**config.mk**
```make
export PLATFORM = sky130hd
export DESIGN_NAME = mult_share_ctrl
export DESIGN_NICKNAME = d
export VERILOG_FILES = /design/src/rtl/mult_share_ctrl.sv
export SDC_FILE = /design/constraint.sdc
export NUM_CORES = 1
export LEC_CHECK = 0
export ABC_AREA = 1
export CAP_MARGIN = 40
export CORE_MARGIN = 8
export CORE_UTILIZATION = 38
export DETAILED_ROUTE_END_ITERATION = 12
export HOLD_SLACK_MARGIN = 0.06
export PLACE_DENSITY = 0.74
export REMOVE_ABC_BUFFERS = 1
export SKIP_CTS_REPAIR_TIMING = 1
export SLEW_MARGIN = 20
export SYNTH_ARGS = -nofsm -noshare
export SYNTH_HDL_FRONTEND = slang
export SYNTH_SLANG_ARGS = --single-unit
```
**constraint.sdc**
```tcl
create_clock -name clk -period 1.1 [get_ports clk]
set_input_delay 0.275 -clock clk [delete_from_list [all_inputs] [get_ports clk]]
set_output_delay 0.275 -clock clk [all_outputs]
set_load 0.02 [all_outputs]
```
**src/rtl/mult_share_ctrl.sv**
```systemverilog
// mult_share_ctrl: round-robin sharing of one signed 4x4 multiplier between two requesters,
// with registered outputs, timeout abort and a valid/ready tagged response.
module mult_share_ctrl #(
   parameter int TIMEOUT = 15,
   parameter int CNT_W = 4
) (
   input  logic       clk,
   input  logic       rst,
   input  logic       req0,
   input  logic [3:0] a0,
   input  logic [3:0] b0,
   output logic       gnt0,
   input  logic       req1,
   input  logic [3:0] a1,
   input  logic [3:0] b1,
   output logic       gnt1,
   output logic [3:0] mul_a,
   output logic [3:0] mul_b,
   output logic       mul_start,
   input  logic       mul_done,
   input  logic [7:0] mul_c,
   output logic       rsp_valid,
   input  logic       rsp_ready,
   output logic       rsp_id,
   output logic [7:0] rsp_data,
   output logic       rsp_err,
   output logic       busy
);
   typedef enum logic [1:0] {IDLE, START, WAIT, RESP} state_t;
   state_t state, nstate;
   logic last, owner, pick, grant;
   logic [CNT_W-1:0] cnt;
   // last holds the id served most recently; reset to 1 so requester 0 is favoured
   always_comb begin
      pick = req1 & (~req0 | ~last);
      grant = (state == IDLE) & (req0 | req1);
      nstate = state;
      case (state)
         IDLE: nstate = grant ? START : IDLE;
         START: nstate = WAIT;
         WAIT: nstate = (mul_done || cnt == CNT_W'(TIMEOUT - 1)) ? RESP : WAIT;
         RESP: nstate = rsp_ready ? IDLE : RESP;
         default: nstate = IDLE;
      endcase
   end
   always_ff @(posedge clk) begin
      if (rst) begin
         state <= IDLE;
         last <= 1'b1;
         owner <= 1'b0;
         cnt <= '0;
         gnt0 <= 1'b0;
         gnt1 <= 1'b0;
         mul_a <= '0;
         mul_b <= '0;
         mul_start <= 1'b0;
         rsp_valid <= 1'b0;
         rsp_id <= 1'b0;
         rsp_data <= '0;
         rsp_err <= 1'b0;
         busy <= 1'b0;
      end else begin
         state <= nstate;
         busy <= nstate != IDLE;
         gnt0 <= grant & ~pick;
         gnt1 <= grant & pick;
         mul_start <= grant;
         cnt <= (state == WAIT) ? cnt + 1'b1 : '0;
         if (grant) begin
            mul_a <= pick ? a1 : a0;
            mul_b <= pick ? b1 : b0;
            owner <= pick;
         end
         if (state == WAIT && nstate == RESP) begin
            rsp_valid <= 1'b1;
            rsp_err <= ~mul_done;
            rsp_data <= mul_done ? mul_c : '0;
            rsp_id <= owner;
         end
         if (state == RESP && rsp_ready) begin
            rsp_valid <= 1'b0;
            rsp_err <= 1'b0;
            last <= owner;
         end
      end
   end
endmodule

```
---- Word-level counts from Yosys, hierarchy flattened ----
Index checks and enable logic that the tools add are counted.
storage, ports and cells
  register bits after elaboration ......... 31
  input port bits ......................... 30
cells by class
  equality and inequality tests ........... 5
  bitwise logic cells ..................... 11
  muxes and demuxes ....................... 7
  reduce and logical (&&, ||, !) cells .... 7
  add/sub/neg operators ................... 1
operators by type and width
  operator                                                         number
  4-bit two-way mux                                                2
  8-bit two-way mux                                                1
  2-bit one-hot mux with 4 select lines                            1
  2-bit == test, second input constant                             3
  1-bit inverter                                                   5
  4-bit by 1-bit adder with 4-bit output, second input constant    1
  1-bit AND                                                        4
  4-bit == test, second input constant                             1
  2-bit OR reduction                                               2
  2-bit by 1-bit == test with 1-bit output, second input constant  1
  1-bit logical AND                                                2
  2-bit logical NOT                                                1
  1-bit two-way mux                                                2
  2-bit two-way mux                                                1
  1-bit bitwise OR                                                 2
  2-bit nonzero test                                               1
  1-bit logical OR                                                 1

---- Depth between registers and ports, before layout ----
  depth after elaboration ................. 6
  depth in mapped cells ................... 8

---- Worst setup path after synthesis ----
Ideal clock, no wire load.
  kind .................................... reg-to-reg
  start point ............................. register cnt[0]
  end point ............................... register rsp_data[0]
  stages on the path, launching flop included .. 8
  setup time .............................. 0.115 ns
  clock period less this slack ............ 1.187 ns
  setup slack ............................. -0.087 ns
  data required time ...................... 0.985 ns
  arrival ................................. 1.071 ns
  path buffers ............................ 1
  cell sequence ........................... dfxtp_1 inv_1 ha_1 nand3_1 nand2_4 buf_6 a21oi_1 nor2_1
on the way
  longest elaborated chain between the ends .. 6
ends and longest elaborated chain
  item                                   RTL line  text
  start, declared                        32        logic [CNT_W-1:0] cnt;
  start signal, assigned                 68        cnt <= (state == WAIT) ? cnt + 1'b1 : '0;
  4-bit == test                          41        WAIT: nstate = (mul_done || cnt == CNT_W'(TIMEOUT - 1)) ? RESP : WAIT;
  1-bit logical OR                       41
  1-bit two-way mux                      41
  2-bit one-hot mux with 4 select lines  38        case (state)
  2-bit == test                          74        if (state == WAIT && nstate == RESP) begin
  1-bit logical AND                      74
  end signal, assigned                   77        rsp_data <= mul_done ? mul_c : '0;
  end, declared                          25        output logic [7:0] rsp_data,
No other way between the ends.
A chain may end at the register's enable or synchronous reset.

---- Worst setup path after layout ----
  start point ............................. register cnt[0]
  end point ............................... register rsp_data[2]
The elaborated chain is that of the path after synthesis.

==> impl_metrics.toml <==
[finish]
nNetsFinal = 292
areaGrowthSynthToFinish_pct = 74.5
mostFrequentLayoutCells = "60 x nand2_1, 27 x clkdlybuf4s50_1, 26 x dfxtp_2, 24 x buf_4, 23 x buf_6"
final_common_cell = "nand2_1"
drive_gt1_share_pct = 42.9
n_antenna_cell = 0
final_area_sq_mm = 0.00233
layoutNonFillerInstCount = 307

[floorplan]
coreArea_sq_mm = 0.00336
initial_utilization_pct = 39.7
rows = 21
die-area_sq_mm = 0.00566
die_y_um = 75.2
ios = 53
die_x_um = 75.2

[worst_hold_path]
hold_path.class = "input port to flip-flop"
holdPathStages = 3

[run_status]
outcome = "finished with violations"
violations = "setup timing"

[clock_network]
htreeDepth = 2
worst_skew_pair.late_latency_ns = 0.33
cts_inserted_buffers = 5
cts_max_path_buffers = 2
cts_tree = "built"
clk_pin_slew_worst_paths_ns = 0.10
clockRootBuffer = "clkbuf_4"
cts_sinks = 31

[critical_path]
start_kind = "flip-flop"
critical_path_class = "flip-flop to flip-flop"
cp.required_ns = 1.34
rr_worst_depth = 7
critPathMaxFanout = 7
critical_path_arrival_ns = 1.38
critPathCaptureType = "flip-flop"

[grt]
grt_pass1_vias = 1313
grt.overflow.total = 0
grt_max_degree = 20
grt_util_all_layers_pct = 13.2
grt_pass1_wl_um = 5620
antenna_found_initial = 0

[logic_synthesis]
synth_area_sq_mm = 0.00133
netlist-cell-type-count = 21
synth-seq-cells = 31
syn_area_per_cell_sq_um = 7.37
seq_area_frac_synth_pct = 46.5
synth_cells = 181
yosys_warnings = 0

[timing]
slew_violations = 0
post-route-min-period_ns = 1.15
final-setup-viol-count = 6
worst_pin_slew_ns = 0.303
fmax_ghz = 0.872
fin_crit_sh_pct = 104
hold_viol = 0
slew_headroom_pct = 79.8
finalWorstSetupSlack_ns = -0.0465
grt_setup_unrepaired = "true"
hold_ws_ns = 0.407
finClkSkew_ns = 0.00778

[placed_design]
io_buffers = 52
place_area_sq_mm = 0.00200
place.gp.congestion = 0.720
hpwl_um = 2710
dp.cells = 290
pre_cts_ws_ns = -0.419

[pwr]
power.leakage_nw = 1.05
ir_drop_mv = 0.708
p_per_area_mw_per_mm2 = 1250

[route]
drt_pass1_iterations = 4
drtIter0Drc = 60
vias = 1451
viasPerCell = 4.73
avgRoutedWirePerCell_um = 13.2
ant_nets = 0
drc = 0
finalWirelength_um = 4050

[run]
max_cap_viol_count = 0
-- final cells by class --
type	instances	area, sq um
clock buffers	8	68.8
fillers	305	1040
inverters	8	30.0
multi-input cells	135	733
flip-flops and latches	31	653
well taps	46	57.6
repair buffers	79	785
-- where the power goes --
group          switching (mW)  leakage (nW)  internal, mW
combinational           0.425         0.751         0.436
sequential             0.0661         0.265          1.23
clock                   0.387        0.0386         0.376
total                   0.878          1.05          2.04
-- state kept, by name (all words and copies together), names as in the netlist --
name and cells:
gnt1 1, mul_start 1, rsp_err 1, gnt0 1
rsp_data 8, state 2, owner 1, busy 1
rsp_valid 1, mul_a 4, mul_b 4, cnt 4
last 1, rsp_id 1
-- synthesized netlist by cell type, drive strengths merged --
cell type,n,area (sq um)
nand2,66,268
dfxtp,31,621
nand3,23,115
nor2,21,98.8
a21oi,18,90.1
inv,7,26.3
buf,6,46.3
ha,2,25.0
nand4,2,12.5
clkbuf,1,3.75
clkinv,1,3.75
o21ai,1,8.76
or2,1,6.26
xnor2,1,8.76
-- routing by layer --
metal  global-route usage (%)  part of all wire (%)  vias to the layer above  routed length [um]
met5                        0                     0                        -                   0
met4                     4.48                   1.2                        0                  47
met3                     8.66                    11                        5                 428
met2                     21.0                    48                       48                1940
met1                     13.7                    40                      661                1630
li1                         -                     -                      737                   -
-- final timing paths --
check	from	endpoint	slack (ns)
worst max-delay path	cnt[0]$_SDFF_PP0_	rsp_data[2]$_SDFFE_PP0P_	-0.05
worst min-delay path	req1	gnt1$_SDFF_PP0_	0.41
worst max register to register	cnt[0]$_SDFF_PP0_	rsp_data[2]$_SDFFE_PP0P_	-0.05
worst min register to register	rsp_valid$_SDFFE_PP0P_	rsp_valid$_SDFFE_PP0P_	0.46
-- cell families (layout without fill, tap and decap cells) --
kind of cell	after synthesis	after routing	synth area share, %
AND/OR/NAND/NOR	113	113	37.5
buffers and inverters	15	95	6.00
XOR/XNOR	1	1	0.657
AO/OA/AOI/OAI	19	19	7.41
adder cells (fa/ha/maj)	2	2	1.88
flip-flops	31	31	46.5
-- through the flow --
step | power [mW] | TNS, ns | util (%)
5_1_grt | 3.08 | -1.12 | 69.2
2_1_floorplan | 1.63 | -1.91 | -
6_report | 2.92 | -0.201 | 69.2
3_5_place_dp | 2.04 | -10.35 | 59.4
3_3_place_gp | 2.03 | -9.56 | 59.4
4_1_cts | 2.79 | -11.77 | 61.4
-- worst max-delay path: stages (launching register included) --
cell	delay [ns]
dfxtp_2	0.34
inv_2	0.04
ha_4	0.15
nand3_4	0.07
nand2_8	0.08
clkbuf_16	0.17
a21oi_4	0.14
nor2_2	0.04
Power figures use the tool's default switching activity.
==> RTL change (config.mk and constraints unchanged) <==
`CNT_W`: 4 -> 6.
--- a/src/rtl/mult_share_ctrl.sv
+++ b/src/rtl/mult_share_ctrl.sv
@@ -2,7 +2,7 @@
 // with registered outputs, timeout abort and a valid/ready tagged response.
 module mult_share_ctrl #(
    parameter int TIMEOUT = 15,
-   parameter int CNT_W = 4
+   parameter int CNT_W = 6
 ) (
    input  logic       clk,
    input  logic       rst,
Check against the original RTL: no difference found for any inputs over 10 cycles, from zero or initial values and one cycle with rst high; that may be too few to reach the edited logic, so the function may still have changed.
==> RTL change against the original RTL <==
The flow still finishes with violations (setup timing). Critical path depth increased by 2. Via count increased by 3.5%. Wire length decreased by 1.3%. Cell area increased by 1.6%. Utilization decreased by 5.1 points. Hold slack got worse by 0.038 ns. Setup slack got worse by 0.12 ns. Die area increased by 8.2%. Total power increased by 3.1%. Sequential cell count increased by 2. Synthesized area increased by 11%. Maximum frequency decreased by 9.1%. Critical path type unchanged.
==> RTL change: results (changes against the original RTL) <==
Int Pwr = 2090 µW (+2.5%)
Placer Congestion = 0.734 (+1.9%)
Post-Synth Adder-Cell Area = 1.70% (-0.18 points)
Total GRT Usage = 11.8% (-1.4 points)
Final nets = 307 (+5.1%)
Hold Startpoint = rst
post-placement cell area = 2150 µm² (+7.5%)
final non-filler cell total = 324 (+5.5%)
LEAKAGE = 0.00109 µW (+3.1%)
Synth Area in Compound Gates = 9.34% (+1.9 points)
first-pass GRT wire length = 5930 µm (+5.7%)
Vias = 1,502 (+3.5%)
DP HPWL = 2750 µm (+1.5%)
peak supply drop = 0.718 mV (+1.4%)
post-synthesis sequential area ratio = 44.8% (-1.7 points)
worst-skew pair later-pin latency = 0.29 ns (-0.04 ns)
worst-path maximum fanout = 9 (+2)
outcome = complete, but fails checks
Final TNS setup = -1.44 ns (-1.24 ns)
Least-Margin Pin Slew = 0.331 ns (+0.0276 ns)
FF-to-FF path depth = 9 (+2)
violations in the final reports = setup timing
xor/xnor share of the synthesized area = 0.594% (-0.062 points)
Setup crit end = rsp_data[7]$_SDFFE_PP0P_
Netlist cell types = 22 (+4.8%)
Post-synth top cells = 62 x nand2_1, 33 x dfxtp_1, 24 x nor2_1
initial drt markers = 52 (-13%)
synth top area cells = dfxtp_1 45%, nand2_1 16%, a21oi_1 6.8%
post-route setup slack = -0.162 ns (-0.115 ns)
final setup fails = 14 (+8)
largest net degree at the start of global routing = 21 (+5.0%)
clock-pin slew on the worst setup and hold paths = 0.08 ns (-0.02 ns)
-- RTL change: cells by family (layout without fill, tap and decap cells) --
| group | after synthesis | count (layout) |
|---|---|---|
| compound gates | 24 | 24 |
| xor+xnor | 1 | 1 |
| fa+ha+maj | 2 | 2 |
| buf+inv | 21 | 102 |
| flops | 33 | 33 |
| simple gates | 112 | 114 |
-- RTL change: worst max-delay path, cell delays in order (launching register included) --
cell	delay, ns
dfxtp_2	0.34
inv_2	0.04
ha_4	0.14
inv_2	0.06
nor2_4	0.04
nand2_4	0.10
buf_12	0.11
nand2_8	0.07
a21oi_1	0.17
nor2_1	0.07
-- RTL change: layer usage --
| layer | track usage (%) | share of wire (%) | vias up | wire length, µm |
|---|---|---|---|---|
| met5 | 0 | 0 | - | 0 |
| met4 | 5.56 | 0.90 | 0 | 36 |
| met3 | 7.52 | 9.8 | 4 | 393 |
| met2 | 18.0 | 47 | 53 | 1890 |
| met1 | 12.6 | 42 | 669 | 1670 |
| li1 | - | - | 776 | - |
-- RTL change: layout make-up --
class                   count  area, µm²
clock buffers               6       72.6
flip-flops and latches     33        669
repair inverters            1       5.00
fillers                   340       1320
repair buffers             79        683
inverters                  14       57.6
well taps                  48       60.1
multi-input cells         141        807
clock inverters             2       10.0
-- RTL change: power groups by stage --
stage | Combinational (µW) | Clock, µW | Sequential (µW)
floorplan | 269 | 0 | 1470
detailed placement | 787 | 0 | 1370
finish | 785 | 876 | 1350
global route | 854 | 963 | 1360
CTS | 790 | 895 | 1350
global placement | 779 | 0 | 1370
-- RTL change: metrics by stage --
step                      hold WS [ns]  total power (µW)
after global routing             0.373              3180
after detailed placement         0.443              2160
after global placement           0.443              2150
final                            0.369              3010
after CTS                        0.454              3030
after floorplan                  0.344              1730
